<file path="src/rtl/stopwatch_pkg.sv">
// rtl/stopwatch_pkg.sv - shared types and constants for the stopwatch timebase
package stopwatch_pkg;

  typedef enum logic [1:0] {IDLE, RUN, STOP, LAP} sw_state_t;

  localparam int DEFAULT_MAX_COUNT = 5999;
  localparam int COUNT_W           = 16;

  function automatic logic [COUNT_W-1:0] wrap_inc(input logic [COUNT_W-1:0] v,
                                                  input logic [COUNT_W-1:0] max_v);
    return (v == max_v) ? '0 : v + 1'b1;
  endfunction

endpackage

</file>
<file path="src/rtl/stopwatch_counter_tick_gen.sv">
// rtl/stopwatch_counter_tick_gen.sv - prescaler producing one-cycle ticks every DIV enabled clocks
module tick_gen #(
  parameter int DIV = 1_000_000
) (
  input  logic clk,
  input  logic rst,
  input  logic en,
  input  logic clr,
  output logic tick
);

  localparam int            PW   = (DIV > 1) ? $clog2(DIV) : 1;
  localparam logic [PW-1:0] LAST = PW'(DIV - 1);

  logic [PW-1:0] pre_q;
  logic [PW-1:0] pre_d;

  // Holding the count while disabled lets a paused stopwatch keep its fractional interval.
  always_comb begin
    tick  = en && (pre_q == LAST);
    pre_d = pre_q;
    if (clr) begin
      pre_d = '0;
    end else if (en) begin
      pre_d = tick ? '0 : pre_q + 1'b1;
    end
  end

  always_ff @(posedge clk or posedge rst) begin
    if (rst) begin
      pre_q <= '0;
    end else begin
      pre_q <= pre_d;
    end
  end

endmodule

</file>
<file path="src/rtl/stopwatch_counter.sv">
// rtl/stopwatch_counter.sv - button edge detect, run/stop/lap FSM and centisecond elapsed count
module stopwatch_counter
  import stopwatch_pkg::*;
#(
  parameter int CLK_FREQ_HZ = 100_000_000,
  parameter int TICK_HZ     = 100,
  parameter int MAX_COUNT   = DEFAULT_MAX_COUNT
) (
  input  logic               clk,
  input  logic               rst,
  input  logic               btn_start,
  input  logic               btn_clear,
  input  logic               btn_lap,
  output logic [COUNT_W-1:0] count,
  output logic               running,
  output logic               lap_active
);

  localparam int                 DIV   = CLK_FREQ_HZ / TICK_HZ;
  localparam logic [COUNT_W-1:0] MAX_C = COUNT_W'(MAX_COUNT);

  sw_state_t          state_q, state_d;
  logic [COUNT_W-1:0] elapsed_q, elapsed_d;
  logic [COUNT_W-1:0] lap_val_q, lap_val_d;
  logic [COUNT_W-1:0] count_q, count_d;
  logic               running_q, running_d;
  logic               lap_active_q, lap_active_d;
  logic               btn_start_q, btn_clear_q, btn_lap_q;
  logic               armed_q, armed_d;

  logic press_start, press_clear, press_lap;
  logic presc_en, presc_clr, tick;

  tick_gen #(
    .DIV (DIV)
  ) u_tick_gen (
    .clk  (clk),
    .rst  (rst),
    .en   (presc_en),
    .clr  (presc_clr),
    .tick (tick)
  );

  // armed_q masks the first clock after reset, so a button already down at release is not a press.
  always_comb begin
    armed_d     = 1'b1;
    press_start = armed_q & btn_start & ~btn_start_q;
    press_clear = armed_q & btn_clear & ~btn_clear_q;
    press_lap   = armed_q & btn_lap & ~btn_lap_q;
    presc_en    = (state_q == RUN) || (state_q == LAP);
  end

  always_comb begin
    state_d   = state_q;
    elapsed_d = elapsed_q;
    lap_val_d = lap_val_q;
    presc_clr = 1'b0;

    if (tick) begin
      elapsed_d = wrap_inc(elapsed_q, MAX_C);
    end

    // Clear outranks start, start outranks lap; presses invalid in a state are dropped.
    unique case (state_q)
      IDLE: begin
        if (press_clear) begin
          presc_clr = 1'b1;
        end else if (press_start) begin
          state_d   = RUN;
          presc_clr = 1'b1;
        end
      end
      RUN: begin
        if (press_start) begin
          state_d = STOP;
        end else if (press_lap) begin
          state_d   = LAP;
          lap_val_d = elapsed_q;
        end
      end
      LAP: begin
        if (press_start) begin
          state_d = STOP;
        end else if (press_lap) begin
          state_d = RUN;
        end
      end
      STOP: begin
        if (press_clear) begin
          state_d   = IDLE;
          elapsed_d = '0;
          presc_clr = 1'b1;
        end else if (press_start) begin
          state_d = RUN;
        end
      end
    endcase
  end

  always_comb begin
    count_d      = (state_q == LAP) ? lap_val_q : elapsed_q;
    running_d    = (state_q == RUN) || (state_q == LAP);
    lap_active_d = (state_q == LAP);
  end

  always_ff @(posedge clk or posedge rst) begin
    if (rst) begin
      state_q      <= IDLE;
      elapsed_q    <= '0;
      lap_val_q    <= '0;
      count_q      <= '0;
      running_q    <= 1'b0;
      lap_active_q <= 1'b0;
      btn_start_q  <= 1'b0;
      btn_clear_q  <= 1'b0;
      btn_lap_q    <= 1'b0;
      armed_q      <= 1'b0;
    end else begin
      state_q      <= state_d;
      elapsed_q    <= elapsed_d;
      lap_val_q    <= lap_val_d;
      count_q      <= count_d;
      running_q    <= running_d;
      lap_active_q <= lap_active_d;
      btn_start_q  <= btn_start;
      btn_clear_q  <= btn_clear;
      btn_lap_q    <= btn_lap;
      armed_q      <= armed_d;
    end
  end

  assign count      = count_q;
  assign running    = running_q;
  assign lap_active = lap_active_q;

endmodule

</file>
<file path="config.mk">
export PLATFORM = sky130hd
export DESIGN_NAME = stopwatch_counter
export DESIGN_NICKNAME = d
export VERILOG_FILES = /design/src/rtl/stopwatch_pkg.sv /design/src/rtl/stopwatch_counter_tick_gen.sv /design/src/rtl/stopwatch_counter.sv
export SDC_FILE = /design/constraint.sdc
export NUM_CORES = 1
export LEC_CHECK = 0
export CORE_UTILIZATION = 40
export CTS_CLUSTER_DIAMETER = 100
export DETAILED_ROUTE_END_ITERATION = 10
export SLEW_MARGIN = 15
export SYNTH_ARGS = -nofsm -noshare
export SYNTH_HDL_FRONTEND = slang
export SYNTH_SLANG_ARGS = --single-unit
</file>
<file path="constraint.sdc">
create_clock -name clk -period 3.18 [get_ports clk]
set_input_delay 0.954 -clock clk [delete_from_list [all_inputs] [get_ports clk]]
set_output_delay 0.954 -clock clk [all_outputs]
set_load 0.05 [all_outputs]
</file>
# Word level (Yosys, flattened, before mapping)
# Cells that the tools add are included.
# classes
add_sub_neg	2
n_reduce_logical	6
n_eq_ne	8
n_bitwise	10
n_mux	20
# ops
cell	n
$mux W16	5
$mux W20	3
$add A20 B1 Y20 const B	1
$eq A20 B20 Y1 const B	1
$add A16 B1 Y16 const B	1
$eq A16 B13 Y1 const B	1
$mux W2	7
$pmux W2 S4	1
$and A1 B1 Y1	6
$reduce_and A3 Y1	2
$eq A2 B2 Y1 const B	2
$not A1 Y1	4
$mux W1	3
$ne A3 B1 Y1 const B	1
$ne A3 B3 Y1 const B	1
$eq A2 B1 Y1 const B	1
$logic_not A2 Y1	1
$ne A2 B2 Y1 const B	1
$pmux W1 S2	1
$reduce_bool A2 Y1	1
$logic_and A1 B1 Y1	1
$logic_or A1 B1 Y1	1
# word_totals
reg_bits	76
out_inout_bits	18
word_cells	57
in_bits	5

# Depth between registers and ports, before layout
# Gate-level depths: netlist of run 1.
# logic_depth
word_depth	6
ltp_mapped	8
ltp_nobuf	6

# By module
# From an unflattened synthesis of run 1, not the netlist that was laid out.
# hier_totals
cells_unflattened	308
hier_area_um2	3517.1
# modules_own_cells
mod	instances	seq_area_each_um2	cells_per_inst	area_each_um2
stopwatch_counter	1	1401.3	185	2363.5
tick_gen	1	500.5	123	1153.6

# Worst setup path after synthesis of run 1
# OpenSTA, ideal clock, no wires.
# synth_path
path_type	input to register
startpoint	input port btn_clear
endpoint	register u_tick_gen.pre_q[17]
cell_stages	5
setup_slack_ns	0.915
required_ns	3.051
path_buffers	0
setup_time_ns	0.129
arrival_ns	2.136
path_cell_list	nor2b_1 -> o31ai_1 -> nor4_1 -> xnor2_1 -> nor2_1
# synth_via
elab_chain_len	5
word_cells_on_any_way	7
classes_between	mux: 4; bitwise: 2; reduce/logical: 1
# synth_rtl
item	line	text
start, declared	stopwatch_counter.sv:12	input logic btn_clear,
$and A1 B1 Y1 * (2 in a row)	stopwatch_counter.sv:48	press_clear = armed_q & btn_clear & ~btn_clear_q;
$mux W1, on equally long branches	stopwatch_counter.sv:89, stopwatch_counter.sv:66	
$pmux W1 S2 *	stopwatch_counter.sv:64	unique case (state_q)
$mux W20 / $reduce_bool A2 Y1 (equally long branches)	n/a	
end signal, assigned	stopwatch_counter_tick_gen.sv:33	pre_q <= pre_d;
end, declared	stopwatch_counter_tick_gen.sv:15	logic [PW-1:0] pre_q;
# Mark *: on every way between the ends. The rest lies on a longest branch, timed or not.
# A chain may end at the register's enable or synchronous reset.

# Worst setup path in the final report of run 1
# layout_path
startpoint	register u_tick_gen.pre_q[11]
endpoint	register elapsed_q[4]
# layout_via
elab_chain_len	5
# layout_rtl
item	line	text
$eq A20 B20 Y1 *	stopwatch_counter_tick_gen.sv:20	tick = en && (pre_q == LAST);
$logic_and A1 B1 Y1 *	stopwatch_counter_tick_gen.sv:20	
$mux W16 *	stopwatch_counter.sv:59	if (tick) begin
$mux W16	stopwatch_counter.sv:89	if (press_clear) begin
$mux W16 *	stopwatch_counter.sv:64	
via elapsed_d[4]	stopwatch_counter.sv:23	logic [COUNT_W-1:0] elapsed_q, elapsed_d;
end signal, assigned	stopwatch_counter.sv:120	elapsed_q <= elapsed_d;
end, declared	stopwatch_counter.sv:23	
# Mark *: on every way through the listed nets, which the timed path passes. The rest lies on a longest branch.

==> results of run 1 <==
==> cell usage after synthesis (all sizes together) (4+ instances only) <==
library cell  count
a21oi             9
a31oi             4
and3              4
buf               4
clkbuf            8
dfrtp            76
inv               9
mux2             24
nand2            36
nand3            17
nand3b            4
nand4            11
nor2             26
nor2b             4
nor3              7
nor4              6
o21ai            22
or3               6
or4               4
xnor2            10
xor2              8
==> registers in the layout, indices dropped and copies added (netlist names) <==
name / count
armed_q: 1
btn_clear_q: 1
btn_lap_q: 1
btn_start_q: 1
count: 16
elapsed_q: 16
lap_active: 1
lap_val_q: 16
running: 1
state_q: 2
u_tick_gen.pre_q: 20
==> power by group through the flow <==
| stage | clock network (mW) | logic, mW | registers [mW] |
|---|---|---|---|
| after global placement | 0 | 0.880 | 1.44 |
| after global routing | 0.863 | 0.974 | 1.48 |
| after floorplan | 0 | 0.394 | 1.66 |
| after detailed placement | 0 | 0.894 | 1.45 |
| final | 0.799 | 0.889 | 1.43 |
| after CTS | 0.827 | 0.897 | 1.44 |
==> layer usage <==
layer	routed length [um]	up-vias	global-route usage [%]
met5	0	-	0
met4	161	0	7.46
met3	297	15	4.74
met2	3260	60	26.9
met1	3090	1227	22.0
li1	-	1235	-
==> through the flow <==
stage	total power [mW]	setup WS (ns)	hold WS (ns)	utilization, %
floorplan	2.06	0.288	0.450	-
global placement	2.32	0.118	0.461	46.4
detailed placement	2.35	0.101	0.473	46.4
CTS	3.16	0.480	0.489	49.0
global route	3.31	0.456	0.512	49.1
finish	3.12	0.646	0.484	49.1
==> area by class of cell <==
type,count,area [um2],share of cell area [%]
clock buffer,12,145,3.55
multi-input combinational,235,1530,37.5
clock inverter,4,72.6,1.77
timing repair buffer,27,270,6.61
inverter,10,37.5,0.917
tap,105,131,3.21
sequential,76,1900,46.5
==> worst paths after layout <==
check | startpoint | endpoint | cells past startpoint
setup / recovery | u_tick_gen.pre_q[11] | elapsed_q[4] | 5
hold / removal | lap_val_q[13] | lap_val_q[13] | 2
setup reg to reg | u_tick_gen.pre_q[11] | elapsed_q[4] | 5
hold reg to reg | lap_val_q[13] | lap_val_q[13] | 2
max in group asynchronous | rst | elapsed_q[7] | 3
min in group asynchronous | rst | count[0] | 2
==> worst min-delay path: stages (launching register included) <==
cell     delay, ns
dfrtp_1       0.34
nand2_1       0.04
o21ai_0       0.06
==> kinds of logic after synthesis <==
kind of cell	count (synthesis)	synth area share (%)
buffers and inverters	22	2.42
DFF	76	54.1
xor gates and xnor gates	18	4.49
muxes	27	8.54
and+or+nand+nor	140	21.4
other	1	0.107
adders and majority gates	2	0.712
AOI/OAI and AO/OA	47	8.19
==> flow_summary.json, run 1 <==
{
  "p_clk_share_pct": 25.6,
  "cts_inserted_buffers": 9,
  "intPower_mw": 2.05,
  "drtPass1Iterations": 5,
  "crit_path_end_kind": "flip-flop",
  "yosysUniqueCellTypes": 52,
  "path_buf_inv": 0,
  "path_clk_slew_ns": 0.08,
  "yosysWarnings": 0,
  "setup_violations": 0,
  "critPathSlowestCell": "or4b_4",
  "drive_gt1_share_pct": 14.6,
  "drv_cap": 0,
  "drc": 0,
  "layout.nets": 366,
  "cp.arrival_ns": 2.79,
  "max_stage_delay_ns": 0.57,
  "yosys.area.top_type_share_pct": 54.1,
  "clock_sinks": 76,
  "ctsRootBufferMaster": "clkbuf_8",
  "postRouteAntennaNets": 0,
  "ctsResizeCount": 0,
  "final_cell_mix": "76 x dfrtp_1, 35 x nand2_1, 26 x nor2_1",
  "ir_drop_mv": 0.231,
  "vias_per_cell": 5.41,
  "ys.flop_type": "dfrtp_1",
  "stdcell_area_um2": 4090,
  "crit_family": "simple AND/OR/NAND/NOR gates",
  "syn_nets": 340,
  "vias": 2537,
  "avgSynthCellArea_um2": 10.6,
  "ys_ff_latch": 76,
  "status": "completed",
  "leakagePower_nw": 1.72,
  "synth_edf_count": 0,
  "rsz0062_at_grt": "no",
  "hold_class": "reg2reg",
  "max_slew_margin_pct": 51.7,
  "power_density_nw_per_um2": 763,
  "synth_area_leaders": "dfrtp_1 54%, mux2_2 7.7%, nand2_1 3.7%, nor2_1 2.8%, o21ai_0 2.7%",
  "cts_setup_buffers": 0,
  "htree_levels": 3,
  "cts_tree": "built",
  "synth_largest_area_cell": "dfrtp_1",
  "antenna_cells": 0,
  "place_congestion": 0.879,
  "grt_pass1_wl_um": 11700,
  "r2r_slack_ns": 0.65,
  "drt-initial-drc-count": 107,
  "fin_skew_ns": 0.0108,
  "finalSetupTns_ns": 0,
  "grt_pass1_vias": 2410,
  "crit_chain": "or4b_4 -> nor4_4 -> nand2_2 -> or4_1 -> a21oi_1",
  "insertion_delay_ns": 0.34,
  "tightest_slew_ns": 0.720,
  "synth-seq-area-share_pct": 54.1,
  "placeableCoreArea_um2": 8340,
  "p_switching_mw": 1.07,
  "place_area_um2": 3870,
  "dp_hpwl_um": 4630,
  "swShare_pct": 34.4,
  "cp.required_ns": 3.44,
  "comb_power_share_pct": 28.5,
  "syn2layout_area_growth_pct": 16.4,
  "place_inst": 453,
  "initial_core_util_pct": 42.1,
  "die_h_um": 95.7,
  "syn-instance-count": 333,
  "wl_um": 6810,
  "syn-cell-area_um2": 3510,
  "sequentialPowerShare_pct": 45.9,
  "row_count": 33,
  "die_area_um2": 9170,
  "n_fill_cell": 773,
  "grt_max_degree": 73,
  "crit_fanout": 15,
  "die_width_um": 95.7,
  "grt.overflow.total": 0,
  "num_io_pins": 23,
  "wl_per_cell_um": 14.5,
  "numPortBuffers": 22,
  "clk_path_buf_depth": 2,
  "timing.fmax_mhz": 395,
  "finalHoldViolCount": 0,
  "final_common_cell": "dfrtp_1",
  "synthArstFlopShare_pct": 100,
  "layoutNonFillerInstCount": 469,
  "worstSetupStartpointType": "flip-flop",
  "fin_crit_ns": 2.53,
  "antenna_found_initial": 0,
  "cts_hold_buf": 0,
  "slew_violations": 0,
  "critPathKind": "reg2reg",
  "final.period_utilization_pct": 79.7,
  "track_usage_pct": 17.1
}
Power figures use the tool's default switching activity.
==> run 2, diff against run 1 <==
- clock period: 3.18 -> 2.1 ns (I/O delays scaled with it)
==> flow_summary.json, run 2 (synthesis results as in run 1) <==
{
  "place_congestion": 0.881,
  "die_width_um": 95.7,
  "critPathKind": "reg2reg",
  "numPortBuffers": 22,
  "path_clk_slew_ns": 0.08,
  "drv_cap": 0,
  "leakagePower_nw": 1.99,
  "tightest_slew_ns": 0.548,
  "ctsRootBufferMaster": "clkbuf_8",
  "drc": 0,
  "largest_register_ffs": 20,
  "hold_path_depth": 2,
  "worstSetupEndpoint": "elapsed_q[4]",
  "layout.nets": 410,
  "max_slew_margin_pct": 63.3,
  "cp.depth": 5,
  "insertion_delay_ns": 0.36,
  "final.period_utilization_pct": 98.2,
  "fin_skew_ns": 0.00762,
  "grt_pass1_vias": 2628,
  "crit_family": "simple AND/OR/NAND/NOR gates",
  "regToRegStartpoint": "u_tick_gen.pre_q[10]",
  "finalHoldViolCount": 0,
  "placeableCoreArea_um2": 8340,
  "grt_max_degree": 77,
  "cp.required_ns": 2.38,
  "ir_drop_mv": 0.336,
  "layoutNonFillerInstCount": 512,
  "cts_tree": "built",
  "cts_hold_buf": 0,
  "row_count": 33,
  "grt_pass1_wl_um": 13200,
  "antenna_cells": 0,
  "crit_fanout": 6,
  "drive_gt1_share_pct": 28.7,
  "die_area_um2": 9170,
  "status": "completed",
  "path_buf_inv": 0,
  "final_cell_mix": "76 x dfrtp_1, 58 x buf_4, 35 x nand2_1",
  "worst_slack_ns": 0.0385,
  "syn2layout_area_growth_pct": 27.2,
  "wl_per_cell_um": 14.7,
  "track_usage_pct": 19.0,
  "hold_ws_ns": 0.482,
  "worstSetupStartpointType": "flip-flop",
  "antenna_found_initial": 0,
  "timing.fmax_mhz": 485,
  "setup_violations": 0,
  "r2r_slack_ns": 0.04,
  "grt.overflow.total": 0,
  "slew_violations": 0,
  "timing.rr.end": "elapsed_q[4]",
  "clk_path_buf_depth": 2,
  "power_density_nw_per_um2": 1110,
  "vias_per_cell": 5.46,
  "place_inst": 491,
  "drtPass1Iterations": 4,
  "cp-startpoint": "u_tick_gen.pre_q[10]",
  "pre_cts_slack_ns": -0.487,
  "hold_class": "reg2reg",
  "cp.arrival_ns": 2.34,
  "critPathSlowestCell": "or4b_4",
  "die_h_um": 95.7,
  "crit_chain": "or4b_4 -> nor4_4 -> nand2_2 -> or4_1 -> a21oi_1",
  "initial_core_util_pct": 42.1,
  "clock_sinks": 76,
  "max_stage_delay_ns": 0.57,
  "drt-initial-drc-count": 103,
  "wl_um": 7530,
  "r2r_cells": 5,
  "final_common_cell": "dfrtp_1",
  "rsz0062_at_grt": "yes",
  "top_register": "u_tick_gen.pre_q",
  "fin_crit_ns": 2.06,
  "vias": 2794,
  "postRouteAntennaNets": 0,
  "dp_hpwl_um": 5190,
  "num_io_pins": 23,
  "crit_path_end_kind": "flip-flop",
  "htree_levels": 3,
  "cts_inserted_buffers": 9
}
[run 2: cell count changes in the layout (fill, tap and decap cells not counted), sizes merged]
cell	change
clkbuf	-3
clkinvlp	+1
buf	+57
clkdlybuf4s50	-18
dlygate4sd2	+5
bufinv	+1
[run 2: area by class of cell]
| type | instances | area (um2) |
|---|---|---|
| Fill cell | 762 | 3870 |
| Sequential cell | 76 | 1900 |
| Multi-Input combinational cell | 235 | 1570 |
| Timing Repair Buffer | 71 | 591 |
| Tap cell | 105 | 131 |
| Clock buffer | 9 | 124 |
| Clock inverter | 6 | 111 |
| Inverter | 10 | 41.3 |
[run 2: timing repair]
| action | in CTS | in global routing |
|---|---|---|
| gates cloned | 0 | 0 |
| gates resized for setup | 7 | 7 |
| endpoints found under the setup margin | 15 | 19 |
| buffers inserted | 3 | 3 |
[run 2: per-layer routing]
| layer | GRT usage (%) | part of all wire [%] | up-vias |
|---|---|---|---|
| met5 | 0 | 0 | - |
| met4 | 8.21 | 2.5 | 0 |
| met3 | 3.55 | 3.0 | 21 |
| li1 | - | - | 1324 |
| met2 | 29.2 | 47 | 71 |
| met1 | 26.4 | 47 | 1378 |
[run 2: worst min-delay path by stage]
stage                              from       endpoint
final                      lap_val_q[5]       count[5]
after CTS                  lap_val_q[8]       count[8]
after detailed placement   lap_val_q[8]       count[8]
after global routing      lap_val_q[11]      count[11]
after global placement    lap_val_q[13]  lap_val_q[13]
after floorplan           lap_val_q[13]      count[13]
[run 2: tightest hold or removal path: cells and delay by family, from the launching register on]
family	cells	cell delay, ns
DFF	1	0.35
and+or+nand+nor	1	0.05
AOI/OAI and AO/OA	1	0.06
[run 2: per-stage QoR]
stage | util (%) | area, um2 | power [mW] | setup TNS (ns)
final | 53.6 | 4470 | 4.97 | 0
after global routing | 53.6 | 4470 | 5.28 | -0.143
after CTS | 52.9 | 4410 | 4.99 | 0
after detailed placement | 49.8 | 4150 | 3.67 | -7.56
after global placement | 49.8 | 4150 | 3.63 | -6.60
after floorplan | - | 3520 | 3.11 | 0
[run 2: power breakdown]
part | leakage [nW] | total, mW | internal, mW | switching [mW]
Sequential | 0.952 | 2.11 | 1.85 | 0.257
Clock | 0.116 | 1.34 | 0.784 | 0.555
Combinational | 0.923 | 1.51 | 0.611 | 0.904
==> run 3, diff against run 2 <==
- GPL_TIMING_DRIVEN: unset -> 0
==> flow_summary.json, run 3 (synthesis results as in run 1) <==
{
  "register_area_um2": 1910,
  "critPathSlowestCell": "or4_4",
  "crit_path_end_kind": "flip-flop",
  "place_inst": 462,
  "final_common_cell": "dfrtp_1",
  "num_io_pins": 23,
  "largest_register_ffs": 20,
  "status": "completed",
  "cts_inserted_buffers": 9,
  "n_fill_cell": 757,
  "vias_per_cell": 5.49,
  "timing.fmax_mhz": 485,
  "tightest_slew_ns": 0.649,
  "drive_gt1_share_pct": 21.1,
  "wl_um": 7380,
  "path_clk_slew_ns": 0.07,
  "vias": 2662,
  "hold_class": "reg2reg",
  "die_h_um": 95.7,
  "htree_levels": 3,
  "slew_violations": 0,
  "crit_chain": "buf_4 -> nor4b_2 -> nand4_1 -> or4_4 -> o311ai_2 -> o41ai_2",
  "final_cell_mix": "73 x dfrtp_1, 33 x nand2_1, 26 x nor2_1",
  "leakagePower_nw": 1.84,
  "critPathKind": "reg2reg",
  "ctsRootBufferMaster": "clkbuf_8",
  "drtPass1Iterations": 4,
  "track_usage_pct": 18.1,
  "worstSetupStartpointType": "flip-flop",
  "die_width_um": 95.7,
  "place_congestion": 0.899,
  "setup_violations": 0,
  "cp.arrival_ns": 2.27,
  "die_area_um2": 9170,
  "layout.nets": 383,
  "final.period_utilization_pct": 98.2,
  "ir_drop_mv": 0.416,
  "max_stage_delay_ns": 0.54,
  "clk_path_buf_depth": 2,
  "dp_hpwl_um": 5030,
  "drv_cap": 0,
  "grt.overflow.total": 0,
  "grt_pass1_wl_um": 12600,
  "antenna_found_initial": 0,
  "postRouteAntennaNets": 0,
  "drc": 0,
  "power_density_nw_per_um2": 1080,
  "grt_pass1_vias": 2673,
  "clock_sinks": 76,
  "row_count": 33,
  "max_slew_margin_pct": 56.3,
  "finalHoldViolCount": 0,
  "fin_crit_ns": 2.06,
  "cts_tree": "built",
  "grt_max_degree": 38,
  "fin_skew_ns": 0.0123,
  "worst_slack_ns": 0.0370,
  "antenna_cells": 0,
  "crit_fanout": 5,
  "drt-initial-drc-count": 126,
  "numPortBuffers": 22,
  "initial_core_util_pct": 42.1,
  "multi_input_area_um2": 1660,
  "syn2layout_area_growth_pct": 22.6,
  "layoutNonFillerInstCount": 485,
  "insertion_delay_ns": 0.35,
  "placeableCoreArea_um2": 8340,
  "wl_per_cell_um": 15.2,
  "top_register": "u_tick_gen.pre_q",
  "cp.required_ns": 2.31,
  "pre_cts_slack_ns": -0.672
}
## run 3: cell count changes in the layout (fill, tap and decap cells not counted), sizes merged, moves of 2 or more
| cell | change |
|---|---|
| clkbuf | +11 |
| buf | -47 |
| bufinv | -2 |
| dlygate4sd2 | +12 |
## run 3: timing repair
item	in CTS	in global routing
resized for setup	37	16
hold buffers	0	0
buffers inserted	8	0
gates cloned	1	0
setup endpoints to repair	55	33
pin swaps	5	4
## run 3: final timing paths
check                                     start             endpoint  slack (ns)  depth (start not counted)
min reg2reg                        lap_val_q[8]         lap_val_q[8]        0.49                          2
max reg2reg                u_tick_gen.pre_q[11]         elapsed_q[7]        0.04                          6
max in group asynchronous                   rst        elapsed_q[10]        1.00                          3
min                                lap_val_q[8]         lap_val_q[8]        0.49                          2
max                        u_tick_gen.pre_q[11]         elapsed_q[7]        0.04                          6
min in group asynchronous                   rst  u_tick_gen.pre_q[7]        0.60                          2
## run 3: layout make-up
type | instances | share of cell area [%]
clock inverter | 2 | 0.813
tap | 105 | 3.05
inverter | 10 | 0.958
multi-input combinational | 235 | 38.6
timing repair buffer | 33 | 7.55
clock buffer | 13 | 3.46
buffer | 11 | 1.36
sequential | 76 | 44.2
## run 3: metrics by stage
| step | TNS (ns) | power (mW) | hold slack, ns | instance area (um2) | util [%] |
|---|---|---|---|---|---|
| final | 0 | 4.65 | 0.490 | 4310 | 51.7 |
| after CTS | -0.170 | 4.64 | 0.490 | 4230 | 50.8 |
| after global routing | -0.00750 | 4.94 | 0.508 | 4310 | 51.7 |
| after global placement | -42.75 | 3.52 | 0.462 | 3870 | 46.4 |
| after detailed placement | -18.92 | 3.58 | 0.472 | 3920 | 46.9 |
| after floorplan | 0 | 3.11 | 0.450 | 3520 | - |
## run 3: worst max-delay path, delay by kind of cell (launching register included)
kind | cells | cell delay (ns)
AOI/OAI and AO/OA | 2 | 0.48
DFF | 1 | 0.42
buffers and inverters | 1 | 0.16
and+or+nand+nor | 3 | 0.87
## run 3: power by group
part	switching (mW)	total (mW)	internal, mW
clock	0.514	1.09	0.575
sequential	0.311	2.17	1.85
combinational	0.886	1.40	0.513
total	1.71	4.65	2.94
## run 3: routing by layer
layer	part of all wire [%]	wire length [um]	GRT usage (%)
met5	0	0	0
met4	2.9	214	9.08
met3	3.4	252	3.79
met2	48	3520	29.1
met1	46	3390	23.1
